$ cat src/rtl/tmr_scrub_ctrl.sv
// tmr_scrub_ctrl: triple-modular-redundant configuration register with a
// periodic scrubber. Three copies are voted bitwise 2-of-3 into a registered
// output; every SCRUB_PERIOD idle cycles the copies are checked against the
// vote and any disagreeing copy is rewritten. Per-copy error counters, a
// repeated-failure (stuck) flag and a multi-copy-error flag are maintained.
module tmr_scrub_ctrl #(
  parameter int REG_WIDTH    = 8,
  parameter int SCRUB_PERIOD = 16,
  parameter int CNT_WIDTH    = 8
) (
  input  logic                 clk,
  input  logic                 rst_n,
  input  logic                 wr_en,
  input  logic [REG_WIDTH-1:0] wr_data,
  input  logic                 inj_en,
  input  logic [1:0]           inj_sel,
  input  logic [REG_WIDTH-1:0] inj_mask,
  input  logic                 clr_err,
  output logic [REG_WIDTH-1:0] q,
  output logic                 mismatch,
  output logic [CNT_WIDTH-1:0] err_cnt0,
  output logic [CNT_WIDTH-1:0] err_cnt1,
  output logic [CNT_WIDTH-1:0] err_cnt2,
  output logic [2:0]           stuck,
  output logic                 multi_err
);

  localparam int TW = (SCRUB_PERIOD > 2) ? $clog2(SCRUB_PERIOD) : 1;
  localparam logic [TW-1:0]        TIMER_LAST = TW'(SCRUB_PERIOD - 1);
  localparam logic [CNT_WIDTH-1:0] CNT_MAX    = {CNT_WIDTH{1'b1}};

  typedef enum logic [1:0] {
    ST_IDLE   = 2'd0,
    ST_CHECK  = 2'd1,
    ST_REPAIR = 2'd2
  } state_t;

  state_t               state_r;
  logic [TW-1:0]        timer_r;
  logic [REG_WIDTH-1:0] copy_r [3];
  logic [REG_WIDTH-1:0] vote_r;
  logic [2:0]           bad_r;
  logic [2:0]           hist_r;
  logic [CNT_WIDTH-1:0] cnt_r [3];
  logic [REG_WIDTH-1:0] q_r;
  logic                 mismatch_r;
  logic [2:0]           stuck_r;
  logic                 multi_err_r;

  logic [REG_WIDTH-1:0] vote_s;
  logic [2:0]           bad_s;

  // Number of set bits in a 3-bit bad-copy mask.
  function automatic logic [1:0] popcount3(input logic [2:0] v);
    return 2'(v[0]) + 2'(v[1]) + 2'(v[2]);
  endfunction

  // Bitwise 2-of-3 vote and per-copy disagreement against it.
  always_comb begin
    vote_s = (copy_r[0] & copy_r[1]) | (copy_r[0] & copy_r[2]) | (copy_r[1] & copy_r[2]);
    bad_s  = 3'b000;
    for (int i = 0; i < 3; i++) begin
      bad_s[i] = (copy_r[i] != vote_s);
    end
  end

  // Copy storage: host write beats scrub repair, which beats fault injection.
  always_ff @(posedge clk or negedge rst_n) begin
    if (!rst_n) begin
      for (int i = 0; i < 3; i++) begin
        copy_r[i] <= {REG_WIDTH{1'b0}};
      end
    end else begin
      for (int i = 0; i < 3; i++) begin
        if (wr_en) begin
          copy_r[i] <= wr_data;
        end else if ((state_r == ST_REPAIR) && bad_r[i]) begin
          copy_r[i] <= vote_r;
        end else if (inj_en && (inj_sel == 2'(i))) begin
          copy_r[i] <= copy_r[i] ^ inj_mask;
        end else begin
          copy_r[i] <= copy_r[i];
        end
      end
    end
  end

  // Scrub FSM, registered vote output and error statistics; clr_err wins last.
  always_ff @(posedge clk or negedge rst_n) begin
    if (!rst_n) begin
      state_r     <= ST_IDLE;
      timer_r     <= {TW{1'b0}};
      vote_r      <= {REG_WIDTH{1'b0}};
      bad_r       <= 3'b000;
      hist_r      <= 3'b000;
      q_r         <= {REG_WIDTH{1'b0}};
      mismatch_r  <= 1'b0;
      stuck_r     <= 3'b000;
      multi_err_r <= 1'b0;
      for (int i = 0; i < 3; i++) begin
        cnt_r[i] <= {CNT_WIDTH{1'b0}};
      end
    end else begin
      q_r        <= vote_s;
      mismatch_r <= 1'b0;
      case (state_r)
        ST_IDLE: begin
          if (wr_en) begin
            timer_r <= {TW{1'b0}};
          end else if (timer_r == TIMER_LAST) begin
            timer_r <= {TW{1'b0}};
            state_r <= ST_CHECK;
          end else begin
            timer_r <= timer_r + TW'(1);
          end
        end
        ST_CHECK: begin
          timer_r <= {TW{1'b0}};
          if (wr_en) begin
            // A fresh write supersedes whatever this check would have found.
            state_r <= ST_IDLE;
          end else if (bad_s == 3'b000) begin
            state_r <= ST_IDLE;
            hist_r  <= 3'b000;
          end else begin
            bad_r      <= bad_s;
            vote_r     <= vote_s;
            mismatch_r <= 1'b1;
            state_r    <= ST_REPAIR;
          end
        end
        ST_REPAIR: begin
          timer_r <= {TW{1'b0}};
          state_r <= ST_IDLE;
          for (int i = 0; i < 3; i++) begin
            if (bad_r[i] && (cnt_r[i] != CNT_MAX)) begin
              cnt_r[i] <= cnt_r[i] + CNT_WIDTH'(1);
            end else begin
              cnt_r[i] <= cnt_r[i];
            end
          end
          if (popcount3(bad_r) >= 2'd2) begin
            multi_err_r <= 1'b1;
          end else begin
            multi_err_r <= multi_err_r;
          end
          stuck_r <= stuck_r | (bad_r & hist_r);
          hist_r  <= bad_r;
        end
        default: begin
          state_r <= ST_IDLE;
          timer_r <= {TW{1'b0}};
        end
      endcase
      if (clr_err) begin
        for (int i = 0; i < 3; i++) begin
          cnt_r[i] <= {CNT_WIDTH{1'b0}};
        end
        stuck_r     <= 3'b000;
        multi_err_r <= 1'b0;
        hist_r      <= 3'b000;
      end
    end
  end

  assign q         = q_r;
  assign mismatch  = mismatch_r;
  assign err_cnt0  = cnt_r[0];
  assign err_cnt1  = cnt_r[1];
  assign err_cnt2  = cnt_r[2];
  assign stuck     = stuck_r;
  assign multi_err = multi_err_r;

endmodule

$ cat config.mk
export PLATFORM = sky130hd
export DESIGN_NAME = tmr_scrub_ctrl
export DESIGN_NICKNAME = d
export VERILOG_FILES = /design/src/rtl/tmr_scrub_ctrl.sv
export SDC_FILE = /design/constraint.sdc
export NUM_CORES = 1
export LEC_CHECK = 0
export BUFFER_PORTS_ARGS = -buffer_cell sky130_fd_sc_hd__buf_2
export CORE_MARGIN = 1.5
export CORE_UTILIZATION = 55
export DETAILED_ROUTE_END_ITERATION = 12
export PLACE_DENSITY = 0.88
export SYNTH_ARGS = -nofsm -noshare
export SYNTH_HDL_FRONTEND = slang
export SYNTH_SLANG_ARGS = --single-unit
$ cat constraint.sdc
create_clock -name clk -period 2.54 [get_ports clk]
set_clock_uncertainty 0.15 [all_clocks]
set_input_delay 0.762 -clock clk [delete_from_list [all_inputs] [get_ports clk]]
set_output_delay 0.762 -clock clk [all_outputs]
set_load 0.02 [all_outputs]
==> flow_summary.json <==
{
  "status": "finished clean",
  "leakage_uw": 0.002410,
  "switchingPower_uw": 978.9,
  "path_class": "flop to flop",
  "finalCritPeriodShare_pct": 96.18,
  "num-fill-cells": 664,
  "crit_family": "compound AO/OA/AOI/OAI gates",
  "cts_tree": "done",
  "cap_viol_max_count": 0,
  "grt_first_pass_wirelength_um": 16950,
  "rows": 33,
  "wl_um": 10300,
  "clock_sinks": 81,
  "pin_count": 60,
  "syn_nets": 513,
  "wl_met1_um": 4363,
  "ir_worst_vdd_mv": 0.4003,
  "drc": 0,
  "place.gp.congestion": 0.8426,
  "portBuffers": 59,
  "cts-root-buf": "clkbuf_8",
  "place_ws_ns": 0.02306,
  "wl_per_cell_um": 16.37,
  "worst_pin_slew_ns": 0.7799,
  "top_layer": "met4",
  "grt_overflow_total": 0,
  "power_density_mw_per_mm2": 631.4,
  "clock_power_share_pct": 32.3,
  "dp_hpwl_um": 7002,
  "final_cell_mix": "nor2_1 (97), dfrtp_1 (81), buf_2 (58)",
  "nets": 548,
  "dieArea_mm2": 0.009035,
  "post-synth-top-area-fraction_pct": 43.49,
  "crit_fanout": 9,
  "critPathMaxStageDelay_ns": 0.58,
  "grt_usage_pct": 24.64,
  "hold_class": "input pin to asynchronous set/reset pin",
  "first_pass_iters": 5,
  "rsz0062_at_grt": "no",
  "final_antenna_net_count": 0,
  "cp_data_required_time_ns": 2.63,
  "start_kind": "flop",
  "setup_violations": 0,
  "final_common_cell": "nor2_1",
  "hold_viol_final": 0,
  "final_util_pct": 62.10,
  "synth_edf_count": 0,
  "cts_buffer_depth": 2,
  "netlist_instances": 485,
  "n_antenna_cell": 0,
  "async_flop_share_pct": 100.0,
  "synth_area_leaders": "dfrtp_1 (43%), nor2_1 (7.8%), xnor2_1 (6.6%)",
  "die_h_um": 95.06,
  "pwr-share-comb_pct": 19.0,
  "ys_ff_latch": 81,
  "core_mm2": 0.008217,
  "cts-htree-levels": 3,
  "max_freq_mhz": 409.3,
  "setup-tns-final_ns": 0,
  "ys_types": 52,
  "layout_setup_ws_ns": 0.09695,
  "path_cells": "o21a_1 > o22ai_1 > or4_4 > o31a_4 > mux2_4",
  "grt_max_degree": 82,
  "worstPathArrival_ns": 2.53,
  "area_growth_pct": 9.476,
  "slowest_stage": "or4_4",
  "die_width_um": 95.06,
  "drt_iter0_markers": 236,
  "avgViaCountPerCell": 6.021,
  "endpoint_kind": "flop",
  "ys_seq_area_share_pct": 43.49,
  "synth-main-ff-cell": "dfrtp_1",
  "synth.avg_cell_area_um2": 9.610,
  "dr_total_vias": 3787,
  "holdWs_ns": 0.2669,
  "start_util_pct": 56.72,
  "max_slew_margin_pct": 48.01,
  "drive_above_1_share_pct": 19.27,
  "synth_top_area_cell": "dfrtp_1",
  "pwr-share-seq_pct": 48.7,
  "intPower_uw": 2243,
  "fin_crit_ns": 2.443,
  "grt_pass1_vias": 3493,
  "crit_buf_inv": 0,
  "yosys_warnings": 0,
  "clk_pin_slew_worst_paths_ns": 0.09,
  "antenna_found_initial": 0,
  "insertion_delay_ns": 0.36,
  "wl_met2_um": 5193,
  "slew_viol_final": 0,
  "synth_area_mm2": 0.004661,
  "wl_met3_um": 614,
  "cts_made_buffers": 9,
  "swShare_pct": 30.38
}
-- power groups by stage --
| stage | clock network, uW | registers (uW) | logic, uW |
|---|---|---|---|
| final | 1040 | 1570 | 613 |
| after CTS | 1060 | 1560 | 613 |
| after global placement | 0 | 1570 | 591 |
| after floorplan | 0 | 1490 | 585 |
| after detailed placement | 0 | 1590 | 608 |
| after global routing | 1120 | 1590 | 676 |
-- routing by layer --
layer | GRT usage [%] | up-vias
met5 | 0 | -
met4 | 8.458 | 0
met3 | 7.416 | 13
met2 | 41.55 | 125
met1 | 29.98 | 1872
li1 | - | 1777
-- sequential cells by signal, indices dropped and copies added, names as in the netlist --
register,flops
bad_r,3
copy_r,24
err_cnt0,8
err_cnt1,8
err_cnt2,8
hist_r,3
mismatch,1
multi_err,1
q,8
state_r,2
stuck,3
timer_r,4
vote_r,8
-- synthesized netlist by cell type (3+ instances only) --
cell type	instances
nor2_1	97
nand2_1	21
buf_2	9
a31oi_1	24
or3_1	4
buf_4	4
nor3b_1	15
o211ai_1	3
inv_1	8
o21a_1	7
a311o_1	3
and3b_1	16
nand4_1	5
a21oi_1	13
o22ai_1	5
o21ai_0	10
nand3_1	6
buf_6	11
nor4_1	7
mux2i_1	4
a211o_1	24
nand2b_1	3
nor3_1	3
ha_1	5
clkbuf_1	16
mux2_4	8
and3_1	4
dfrtp_1	81
xor2_1	6
xnor2_1	35
-- worst reg2reg max path, cell delays in order (launching register included) --
cell and delay [ns]:
dfrtp_1 0.53, o21a_1 0.18, o22ai_1 0.08, or4_4 0.58, o31a_4 0.47, mux2_4 0.33
-- worst paths after layout --
kind,start,endpoint,slack [ns],cells past startpoint
min reg2reg,timer_r[0]$_DFF_PN0_,timer_r[0]$_DFF_PN0_,0.36,1
min,rst_n,err_cnt1[4]$_DFFE_PN0P_,0.27,2
min in group clk,timer_r[0]$_DFF_PN0_,timer_r[0]$_DFF_PN0_,0.36,1
max reg2reg,copy_r[12]$_DFFE_PN0P_,vote_r[2]$_DFFE_PN0P_,0.1,5
max in group asynchronous,rst_n,copy_r[23]$_DFFE_PN0P_,1.62,2
max,copy_r[12]$_DFFE_PN0P_,vote_r[2]$_DFFE_PN0P_,0.1,5
-- metrics by stage --
stage,power [uW],cells,area [um2]
2_1_floorplan,2077,485,4661
3_3_place_gp,2162,614,4876
3_5_place_dp,2194,614,4876
4_1_cts,3236,629,5090
5_1_grt,3384,629,5102
6_report,3222,629,5102
-- final cells by class --
type / count / area [um2] / area share, %
Multi-Input combinational cell: 354 / 2337 / 45.81
Sequential cell: 81 / 2027 / 39.73
Timing Repair Buffer: 66 / 362.8 / 7.111
Tap cell: 105 / 131.4 / 2.575
Clock buffer: 9 / 123.9 / 2.428
Clock inverter: 6 / 90.09 / 1.766
Inverter: 8 / 30.03 / 0.5885
-- logic make-up (layout without fill, tap and decap cells) --
family	count (synthesis)	count (layout)	synth area share (%)
flip-flops	81	81	43.49
AND/OR/NAND/NOR	190	190	20.67
AO/OA/AOI/OAI	106	106	16.72
multiplexers	12	12	3.436
adder cells (fa/ha/maj)	5	5	1.342
XOR/XNOR	41	41	7.705
buffers and inverters	50	89	6.631
-- what timing repair did --
| item | 4_1_cts | 5_1_grt |
|---|---|---|
| hold buffers | 0 | 0 |
| buffers inserted | 0 | 0 |
| resized for setup | 0 | 3 |
| setup endpoints to repair | 0 | 8 |
Power figures use the tool's default switching activity.
